## src/rtl/mem_dma_engine.sv

```systemverilog
// Byte-wide RAM initiator: copies LEN bytes from SRC to DST, or fills LEN bytes at DST with a constant.
// Owns the RAM port while o_busy is high; the address and write strobe are decoded from the current state.
module mem_dma_engine #(
  parameter int AW = 8,
  parameter int DW = 8
) (
  input  logic          i_clk,
  input  logic          i_rst_n,
  input  logic          i_start,
  input  logic          i_mode,
  input  logic [AW-1:0] i_src,
  input  logic [AW-1:0] i_dst,
  input  logic [AW:0]   i_len,
  input  logic [DW-1:0] i_fill_val,
  output logic          o_busy,
  output logic          o_done,
  output logic [AW-1:0] o_mem_A,
  output logic [DW-1:0] o_mem_WD,
  output logic          o_mem_WE,
  input  logic [DW-1:0] i_mem_RD
);

  typedef enum logic [1:0] {
    S_IDLE,
    S_READ,
    S_WRITE,
    S_DONE
  } state_t;

  localparam logic [AW:0] LEN_MAX = {1'b1, {AW{1'b0}}};

  state_t        r_state;
  state_t        w_next;
  logic [AW-1:0] r_src_ptr;
  logic [AW-1:0] r_dst_ptr;
  logic [AW:0]   r_cnt;
  logic          r_mode;
  logic [DW-1:0] r_fill;
  logic [DW-1:0] r_data;
  logic [AW:0]   w_len_clamped;

  assign w_len_clamped = (i_len > LEN_MAX) ? LEN_MAX : i_len;

  always_ff @(posedge i_clk or negedge i_rst_n) begin
    if (!i_rst_n) begin
      r_state   <= S_IDLE;
      r_src_ptr <= '0;
      r_dst_ptr <= '0;
      r_cnt     <= '0;
      r_mode    <= 1'b0;
      r_fill    <= '0;
      r_data    <= '0;
    end else begin
      r_state <= w_next;
      case (r_state)
        S_IDLE: begin
          if (i_start) begin
            r_src_ptr <= i_src;
            r_dst_ptr <= i_dst;
            r_mode    <= i_mode;
            r_fill    <= i_fill_val;
            r_cnt     <= w_len_clamped;
          end
        end
        S_READ: begin
          r_data    <= i_mem_RD;
          r_src_ptr <= r_src_ptr + AW'(1);
        end
        S_WRITE: begin
          r_dst_ptr <= r_dst_ptr + AW'(1);
          r_cnt     <= r_cnt - (AW+1)'(1);
        end
        default: ;
      endcase
    end
  end

  // Outputs are pure state decodes so an async reset silences the RAM port immediately.
  always_comb begin
    w_next   = r_state;
    o_busy   = 1'b0;
    o_done   = 1'b0;
    o_mem_A  = '0;
    o_mem_WD = '0;
    o_mem_WE = 1'b0;
    case (r_state)
      S_IDLE: begin
        if (i_start) begin
          if (w_len_clamped == '0) w_next = S_DONE;
          else if (i_mode)         w_next = S_WRITE;
          else                     w_next = S_READ;
        end
      end
      S_READ: begin
        o_busy  = 1'b1;
        o_mem_A = r_src_ptr;
        w_next  = S_WRITE;
      end
      S_WRITE: begin
        o_busy   = 1'b1;
        o_mem_A  = r_dst_ptr;
        o_mem_WD = r_mode ? r_fill : r_data;
        o_mem_WE = 1'b1;
        if (r_cnt == (AW+1)'(1)) w_next = S_DONE;
        else if (r_mode)         w_next = S_WRITE;
        else                     w_next = S_READ;
      end
      S_DONE: begin
        o_done = 1'b1;
        w_next = S_IDLE;
      end
      default: w_next = S_IDLE;
    endcase
  end

endmodule

```

## config.mk

```make
export PLATFORM = sky130hd
export DESIGN_NAME = mem_dma_engine
export DESIGN_NICKNAME = d
export VERILOG_FILES = /design/src/rtl/mem_dma_engine.sv
export SDC_FILE = /design/constraint.sdc
export NUM_CORES = 1
export LEC_CHECK = 0
export CORE_MARGIN = 2
export CORE_UTILIZATION = 50
export CTS_BUF_LIST = sky130_fd_sc_hd__clkbuf_2 sky130_fd_sc_hd__clkbuf_4 sky130_fd_sc_hd__clkbuf_8
export DETAILED_ROUTE_END_ITERATION = 10
export PLACE_DENSITY_LB_ADDON = 0.3
export SYNTH_ARGS = -nofsm -noshare
export SYNTH_HDL_FRONTEND = slang
export SYNTH_SLANG_ARGS = --single-unit
export TNS_END_PERCENT = 30
```

## constraint.sdc

```tcl
create_clock -name i_clk -period 2.3 [get_ports i_clk]
set_input_delay 0.345 -clock i_clk [delete_from_list [all_inputs] [get_ports i_clk]]
set_output_delay 0.345 -clock i_clk [all_outputs]
set_load 0.02 [all_outputs]
```

Yosys cells after proc, flatten, opt, wreduce, memory -nomap -nowiden
Index checks and enable logic that the tools add are counted.

storage, ports and cells
  flip-flop bits (word level) = 44
  bits of input ports = 45
  output and inout port bits = 19

operators by class
  add/subtract/negate cells = 3
  $lt $le $gt $ge = 1
  eq/ne operators = 5
  mux-type cells = 19
  reductions and logical operators = 8

operators by type and width
  operator                                          count
  one-hot mux 8 bit (2 select lines)                3
  2-to-1 mux 8 bit                                  4
  2-to-1 mux 9 bit                                  2
  one-hot mux 9 bit (2 select lines)                1
  adder 8 x 1 -> 8 bit, second input constant       2
  2-to-1 mux 2 bit                                  5
  == test 9 x 1 -> 1 bit, second input constant     1
  > comparator 9 bit, second input constant         1
  logical NOT 9 bit                                 1
  subtractor 9 x 1 -> 9 bit, second input constant  1
  one-hot mux 2 bit (4 select lines)                1
  AND reduction 2 bit                               3
  == test 2 bit, second input constant              2
  nonzero test 2 bit                                2
  2-to-1 mux 1 bit                                  3
  == test 2 x 1 -> 1 bit, second input constant     1
  logical NOT 2 bit                                 1
  inequality test 2 bit, second input constant      1
  OR reduction 2 bit                                1

Longest topological paths before layout
Gate-level depths: netlist (run 1).

  word-level depth = 6
  gate-level depth with buffers = 8

Worst setup path after synthesis (run 1)
No wires, ideal clock.

  kind = flip-flop to output port
  start point = register r_state[0]
  end point = output o_mem_A[0]
  data arrival time = 1.839 ns
  data required time = 1.955 ns
  path slack = 0.116 ns
  cell stages (with the launch flop) = 7
  cell sequence = dfrtp_1 -> inv_1 -> ha_1 -> buf_4 -> clkbuf_1 -> nand2_1 -> a21boi_0

between the ends
  longest elaborated chain between the ends = 2
  elaborated cells between the ends (all ways) = 3

RTL lines
  what                                                     RTL line  text
  start, declared                                          32        state_t r_state;
  start signal, assigned                                   54        r_state <= w_next;
  == test 2 bit or == test 2 x 1 -> 1 bit (tied branches)  86        case (r_state)
  one-hot mux 8 bit (2 select lines) *                     86
  end, declared                                            17        output logic [AW-1:0] o_mem_A,

Mark *: on every way between the ends. The rest lies on a longest branch, timed or not.

Final worst setup path (run 1)
  start point = register r_state[1]
  end point = output o_mem_A[2]

Same word-level chain as after synthesis.

==> results.txt, run 1 <==
Vias in the first global route: 2,332
Global Route Usage Sum: 0.224
N_diodes: 0
Final Hold Viols: 0
Antenna Nets Post-Route: 0
Crit-path max FO: 15
Dpl ws: 62.5 ps
Peak VDD IR: 0.714 mV
CTS H-Tree Depth: 2
DR vias/cell: 5.83
Pwr/cell area: 1350 nW/µm²
Total wire length: 6790 µm
First-pass GRT wire length: 11,000 µm
Post-synthesis cell count: 303
CP Data Required Time: 1960 ps
Pin count of the biggest net entering global routing: 45
Syn_nets: 356
IO Count: 64
Worst EP arrival: 1820 ps
Critical Path Sink Type: primary output
Slew at the pin closest to its max-slew limit: 852 ps
Commonest non-fill, non-tap cell in the layout: clkdlybuf4s50_1
Avg Cell Area, Syn: 9.17 µm²
Leak pwr: 0.00164 µW
Vias: 2,546
Post-DP HPWL: 4840 µm
Syn-to-layout area delta: 30.8%
Initial antenna violation count: 0
Floorplan row count: 27
Core area: 5440 µm²
CTS Buffer Depth: 2
Max cap viols: 0
Post-synthesis sequential area ratio: 0.396
Setup bufs post-CTS: 0
EDFF count, synth: 0
Final GP Congestion: 0.882
Cell area after layout: 3630 µm²
Total gr overflow: 0
Relative slew margins: 0.426
Dpl cell area: 3480 µm²
Status: completed
Clock skew: 9.48 ps
Flops & latches, synth: 44
IO buf count: 63
Syn. warnings: 0
Setup violations, final: 0
HP Class: in -> async
Unrepaired setup endpoints after global routing: false
Async S/R FF share, synth: 1.00
Initial Util: 0.511
Yosys cell types: 52
Reg clk slew, reported paths: 80 ps
Worst-skew pair later-pin latency: 300 ps
Chip height: 78.5 µm
FF-to-FF setup slack: 300 ps
Max Fclk: 462 MHz
Drt drc: 0
Highest-count cells in the layout ignoring fill and taps: clkdlybuf4s50_1, dfrtp_1, o21ai_0
CTS tree: yes
Fill count: 460
Initial DRC count: 129
Pre-antenna DRT Iters: 4
Mapped Area: 2780 µm²
Fin. max-slew vios: 0
Final worst slack: 133 ps
CTS sink count: 44
Period utilization: 0.942
Post-layout min period: 2170 ps
Worst setup SP type: flop
Share of layout cells above drive strength 1: 0.132
Clock root cell: clkbuf_8
Die Wd: 78.5 µm
Top FF cell, synth: dfrtp_1
Wire per inst: 15.5 µm
Nets: 417
Setup CP Type: reg -> out
Num CTS Buffers: 5
Die ar.: 6170 µm²
area by class of cell:
| cell class | instances | area, µm² | area share |
|---|---|---|---|
| clock buffer | 5 | 68.8 | 0.0189 |
| clock inverter | 3 | 46.3 | 0.0127 |
| inverter | 12 | 45.0 | 0.0124 |
| multi-input combinational | 227 | 1550 | 0.427 |
| sequential | 44 | 1100 | 0.303 |
| tap | 72 | 90.1 | 0.0248 |
| timing repair buffer | 74 | 728 | 0.200 |
per-layer routing:
metal | share of wire | vias up | GRT usage
met5 | 0 | - | 0
met3 | 0.048 | 10 | 0.0391
met4 | 0.012 | 0 | 0.0649
met1 | 0.44 | 1220 | 0.301
met2 | 0.50 | 64 | 0.369
li1 | - | 1252 | -
path summary, 6_finish.rpt:
path                            start      endpoint  cells after the start
max                        r_state[1]    o_mem_A[2]                      6
min                           i_rst_n  r_dst_ptr[4]                      2
max reg2reg                r_state[1]  r_src_ptr[6]                      7
min reg2reg                 r_data[5]     r_data[5]                      1
max in group asynchronous     i_rst_n    r_state[1]                      2
min in group i_clk          r_data[5]     r_data[5]                      1
critical path, cell delays in order, from the launching register on:
cell	delay [ps]
dfrtp_2	450
inv_1	100
ha_1	200
buf_4	210
a22oi_1	90
nor2b_1	140
dlygate4sd2_1	340
kinds of logic after synthesis:
logic type      synth area share
xor+xnor                 0.00315
simple gates               0.188
fa+ha+maj                 0.0360
compound gates             0.218
buf+inv                   0.0495
flops                      0.396
mux                        0.109
sequential cells by signal (all words and copies together), names as in the netlist:
signal and count:
r_data 8, r_mode 1, r_src_ptr 8, r_cnt 9, r_dst_ptr 8, r_fill 8
r_state 2
per-stage QoR:
stage / hold WS (ps) / total power (µW) / utilization / std cells / setup TNS (ps)
2_1_floorplan: 49.4 / 3440 / - / 303 / 0
3_3_place_gp: 462 / 4250 / 0.640 / 429 / 0
3_5_place_dp: 451 / 4340 / 0.640 / 429 / 0
4_1_cts: 145 / 4930 / 0.660 / 437 / -896
5_1_grt: 169 / 5310 / 0.668 / 437 / 0
6_report: 110 / 4910 / 0.668 / 437 / 0
power by group:
group | leakage [µW] | internal (µW) | switching (µW)
registers | 0.000522 | 1160 | 430
logic | 0.00106 | 1280 | 1440
clock network | 0.0000548 | 327 | 280
what timing repair did:
action	in CTS	in global routing
hold buffers	0	0
endpoints found under the setup margin	17	10
resized for setup	8	15
cells in the mapped netlist (2+ instances only):
cell | instances | area share
o2bb2ai_1 | 2 | 0.0063
o21ai_0 | 25 | 0.045
a21oi_1 | 19 | 0.034
dfrtp_1 | 44 | 0.40
o22ai_1 | 8 | 0.018
ha_1 | 8 | 0.036
or2_2 | 2 | 0.0045
nand2_1 | 12 | 0.016
o221ai_1 | 2 | 0.0063
nor3_1 | 3 | 0.0054
a21boi_0 | 2 | 0.0054
a32oi_1 | 3 | 0.0095
inv_1 | 11 | 0.015
nand3_1 | 20 | 0.036
buf_2 | 11 | 0.020
mux2_2 | 18 | 0.073
mux2i_1 | 10 | 0.036
a22oi_1 | 7 | 0.019
and3_1 | 5 | 0.011
nor2b_1 | 12 | 0.027
and2_1 | 2 | 0.0045
nor3b_1 | 5 | 0.014
o32ai_1 | 2 | 0.0063
nor2_1 | 20 | 0.027
a221oi_1 | 2 | 0.0063
nand2b_1 | 5 | 0.011
a31oi_1 | 7 | 0.016
o31ai_1 | 2 | 0.0054
nor4_1 | 3 | 0.0068
o211ai_1 | 2 | 0.0054
clkbuf_1 | 8 | 0.011
Power figures use the tool's default switching activity.
==> inputs of run 2 (changes only) <==
--- a/config.mk
+++ b/config.mk
@@ -8,6 +8,7 @@
 export CORE_MARGIN = 2
 export CORE_UTILIZATION = 50
 export CTS_BUF_LIST = sky130_fd_sc_hd__clkbuf_2 sky130_fd_sc_hd__clkbuf_4 sky130_fd_sc_hd__clkbuf_8
+export CTS_CLUSTER_DIAMETER = 50
 export DETAILED_ROUTE_END_ITERATION = 10
 export PLACE_DENSITY_LB_ADDON = 0.3
 export SYNTH_ARGS = -nofsm -noshare
==> results of run 2 <==
Final layout, timing and power as in run 1 (identical DEF).
==> inputs of run 3 (changes only) <==
--- a/config.mk
+++ b/config.mk
@@ -14,4 +14,4 @@
 export SYNTH_ARGS = -nofsm -noshare
 export SYNTH_HDL_FRONTEND = slang
 export SYNTH_SLANG_ARGS = --single-unit
-export TNS_END_PERCENT = 30
+export TNS_END_PERCENT = 5
==> constraint.sdc (replaced) <==
create_clock -name i_clk -period 2.3 [get_ports i_clk]
set_input_delay 0.46 -clock i_clk [delete_from_list [all_inputs] [get_ports i_clk]]
set_output_delay 0.46 -clock i_clk [all_outputs]
set_load 0.02 [all_outputs]
==> results.txt, run 3 (synthesized netlist as in run 1, its figures left out) <==
Status: completed
Relative slew margins: 0.458 (+0.0314)
Post-DP HPWL: 4900 µm (+1.3%)
Setup CP Type: reg -> out
Pwr/cell area: 1350 nW/µm² (about the same)
Hold Buf Count CTS: 0 (unchanged)
Crit-path slowest cell: dfrtp_2
Final Hold Viols: 0 (unchanged)
Floorplan row count: 27 (unchanged)
Initial Util: 0.511 (unchanged)
Max Fclk: 447 MHz (-3.2%)
Global Route Usage Sum: 0.227 (+0.00297)
Worst-skew pair later-pin latency: 290 ps (about the same)
Highest-count cells in the layout ignoring fill and taps: clkdlybuf4s50_1, dfrtp_1, o21ai_0
Total gr overflow: 0 (unchanged)
Post-layout min period: 2240 ps (+72.5 ps)
Slew at the pin closest to its max-slew limit: 806 ps (-46.6 ps)
Max cap viols: 0 (unchanged)
Met3 WL: 361 µm (+11%)
Clock skew: 9.29 ps (-0.194 ps)
Critical Path Sink Type: primary output
FF-to-FF setup slack: 200 ps (-100 ps)
Final non-filler cell total: 439 (+0.46%)
Commonest non-fill, non-tap cell in the layout: clkdlybuf4s50_1
Unrepaired setup endpoints after global routing: true
Final worst slack: 60.8 ps (-72.5 ps)
Chip height: 78.5 µm (unchanged)
CP Data Required Time: 1840 ps (-120 ps)
Core area: 5440 µm² (unchanged)
Die ar.: 6170 µm² (unchanged)
N_diodes: 0 (unchanged)
DR vias/cell: 5.90 (+1.3%)
Share of layout cells above drive strength 1: 0.153 (+0.0211)
Reg clk slew, reported paths: 90 ps (about the same)
CTS Buffer Depth: 2 (unchanged)
Vias in the first global route: 2,402 (+3.0%)
Worst r2r dst: r_src_ptr[6]
IO Count: 64 (unchanged)
WL met2: 3140 µm (-6.9%)
IO buf count: 63 (unchanged)
Crit-path max FO: 8 (-7)
DRT met1 WL: 3040 µm (+0.76%)
First-pass GRT wire length: 11,300 µm (+2.6%)
CP max stage delay: 450 ps (about the same)
Initial antenna violation count: 0 (unchanged)
CTS sink count: 44 (unchanged)
Worst EP arrival: 1780 ps (-40 ps)
Clock root cell: clkbuf_8
Pin count of the biggest net entering global routing: 25 (-44%)
Nets: 419 (+0.48%)
CTS tree: yes
Setup bufs post-CTS: 0 (unchanged)
Leak pwr: 0.00151 µW (-7.6%)
Dpl ws: 2.60 ps (-59.9 ps)
Peak VDD IR: 0.635 mV (-11%)
Max reg flops: 9 (unchanged)
Setup violations, final: 0 (unchanged)
Pre-antenna DRT Iters: 4 (unchanged)
Uppermost layer routed: met4
Total wire length: 6630 µm (-2.4%)
Vias: 2,592 (+1.8%)
Fill count: 462 (+0.43%)
Drt drc: 0 (unchanged)
Initial DRC count: 120 (-7.0%)
RR Startpoint: r_state[1]
HP Class: in -> async
Largest register by flop count: r_cnt
Num CTS Buffers: 5 (unchanged)
Cells along the critical path: inv_1 -> ha_1 -> buf_4 -> a22oi_1 -> nor2b_1 -> clkdlybuf4s15_1
Syn-to-layout area delta: 30.0%
R2r worst-path depth: 8 (+1)
Die Wd: 78.5 µm (unchanged)
Worst setup SP type: flop
Fin. max-slew vios: 0 (unchanged)
CTS H-Tree Depth: 2 (unchanged)
Placed Cells: 431 (+0.47%)
Period utilization: 0.974 (+0.0315)
Antenna Nets Post-Route: 0 (unchanged)
Wire per inst: 15.1 µm (-2.8%)
Final GP Congestion: 0.903 (+2.3%)
[run 3: worst max-delay path by stage]
stage                     startpoint           to
after global routing      r_state[1]   o_mem_A[4]
after detailed placement  r_state[0]  o_mem_WD[5]
final                     r_state[1]   o_mem_A[4]
after CTS                 r_state[1]   o_mem_A[0]
after global placement    r_state[0]   o_mem_A[5]
after floorplan           r_state[0]   o_mem_A[0]
[run 3: final cells by class]
class | instances | area, µm² | share of cell area
multi-input cells | 227 | 1550 | 0.430
well taps | 72 | 90.1 | 0.0249
flip-flops and latches | 44 | 1100 | 0.305
repair buffers | 76 | 701 | 0.194
inverters | 12 | 45.0 | 0.0125
clock inverters | 2 | 38.8 | 0.0107
clock buffers | 6 | 82.6 | 0.0229
[run 3: metal layers]
layer,global-route usage,vias up
met5,0,-
met4,0.0526,0
met3,0.0333,10
met2,0.373,80
met1,0.316,1251
li1,-,1251
[run 3: per-stage QoR]
step | power (µW) | area, µm² | setup TNS, ps | hold slack, ps | utilization
2_1_floorplan | 3440 | 2780 | 0 | 164 | -
3_3_place_gp | 4280 | 3520 | 0 | 469 | 0.648
3_5_place_dp | 4370 | 3520 | 0 | 477 | 0.648
4_1_cts | 4900 | 3630 | -21.9 | 153 | 0.668
5_1_grt | 5290 | 3610 | -22.1 | 176 | 0.664
6_report | 4880 | 3610 | 0 | 134 | 0.664
[run 3: critical path, delay by kind of cell (launching register included)]
| kind | cells | cell delay [ps] |
|---|---|---|
| adders and majority gates | 1 | 230 |
| AOI/OAI and AO/OA | 1 | 70 |
| DFF | 1 | 450 |
| and+or+nand+nor | 1 | 120 |
| buffers and inverters | 3 | 590 |
[run 3: where the power goes]
group          total [µW]  switching (µW)  internal [µW]
sequential           1580             425           1160
combinational        2670            1440           1240
clock                 622             267            355
total                4880            2130           2750
[run 3: repair_timing]
item | in CTS | in global routing
endpoints found under the setup margin | 18 | 8
gates resized for setup | 20 | 17
pin swaps | 0 | 0
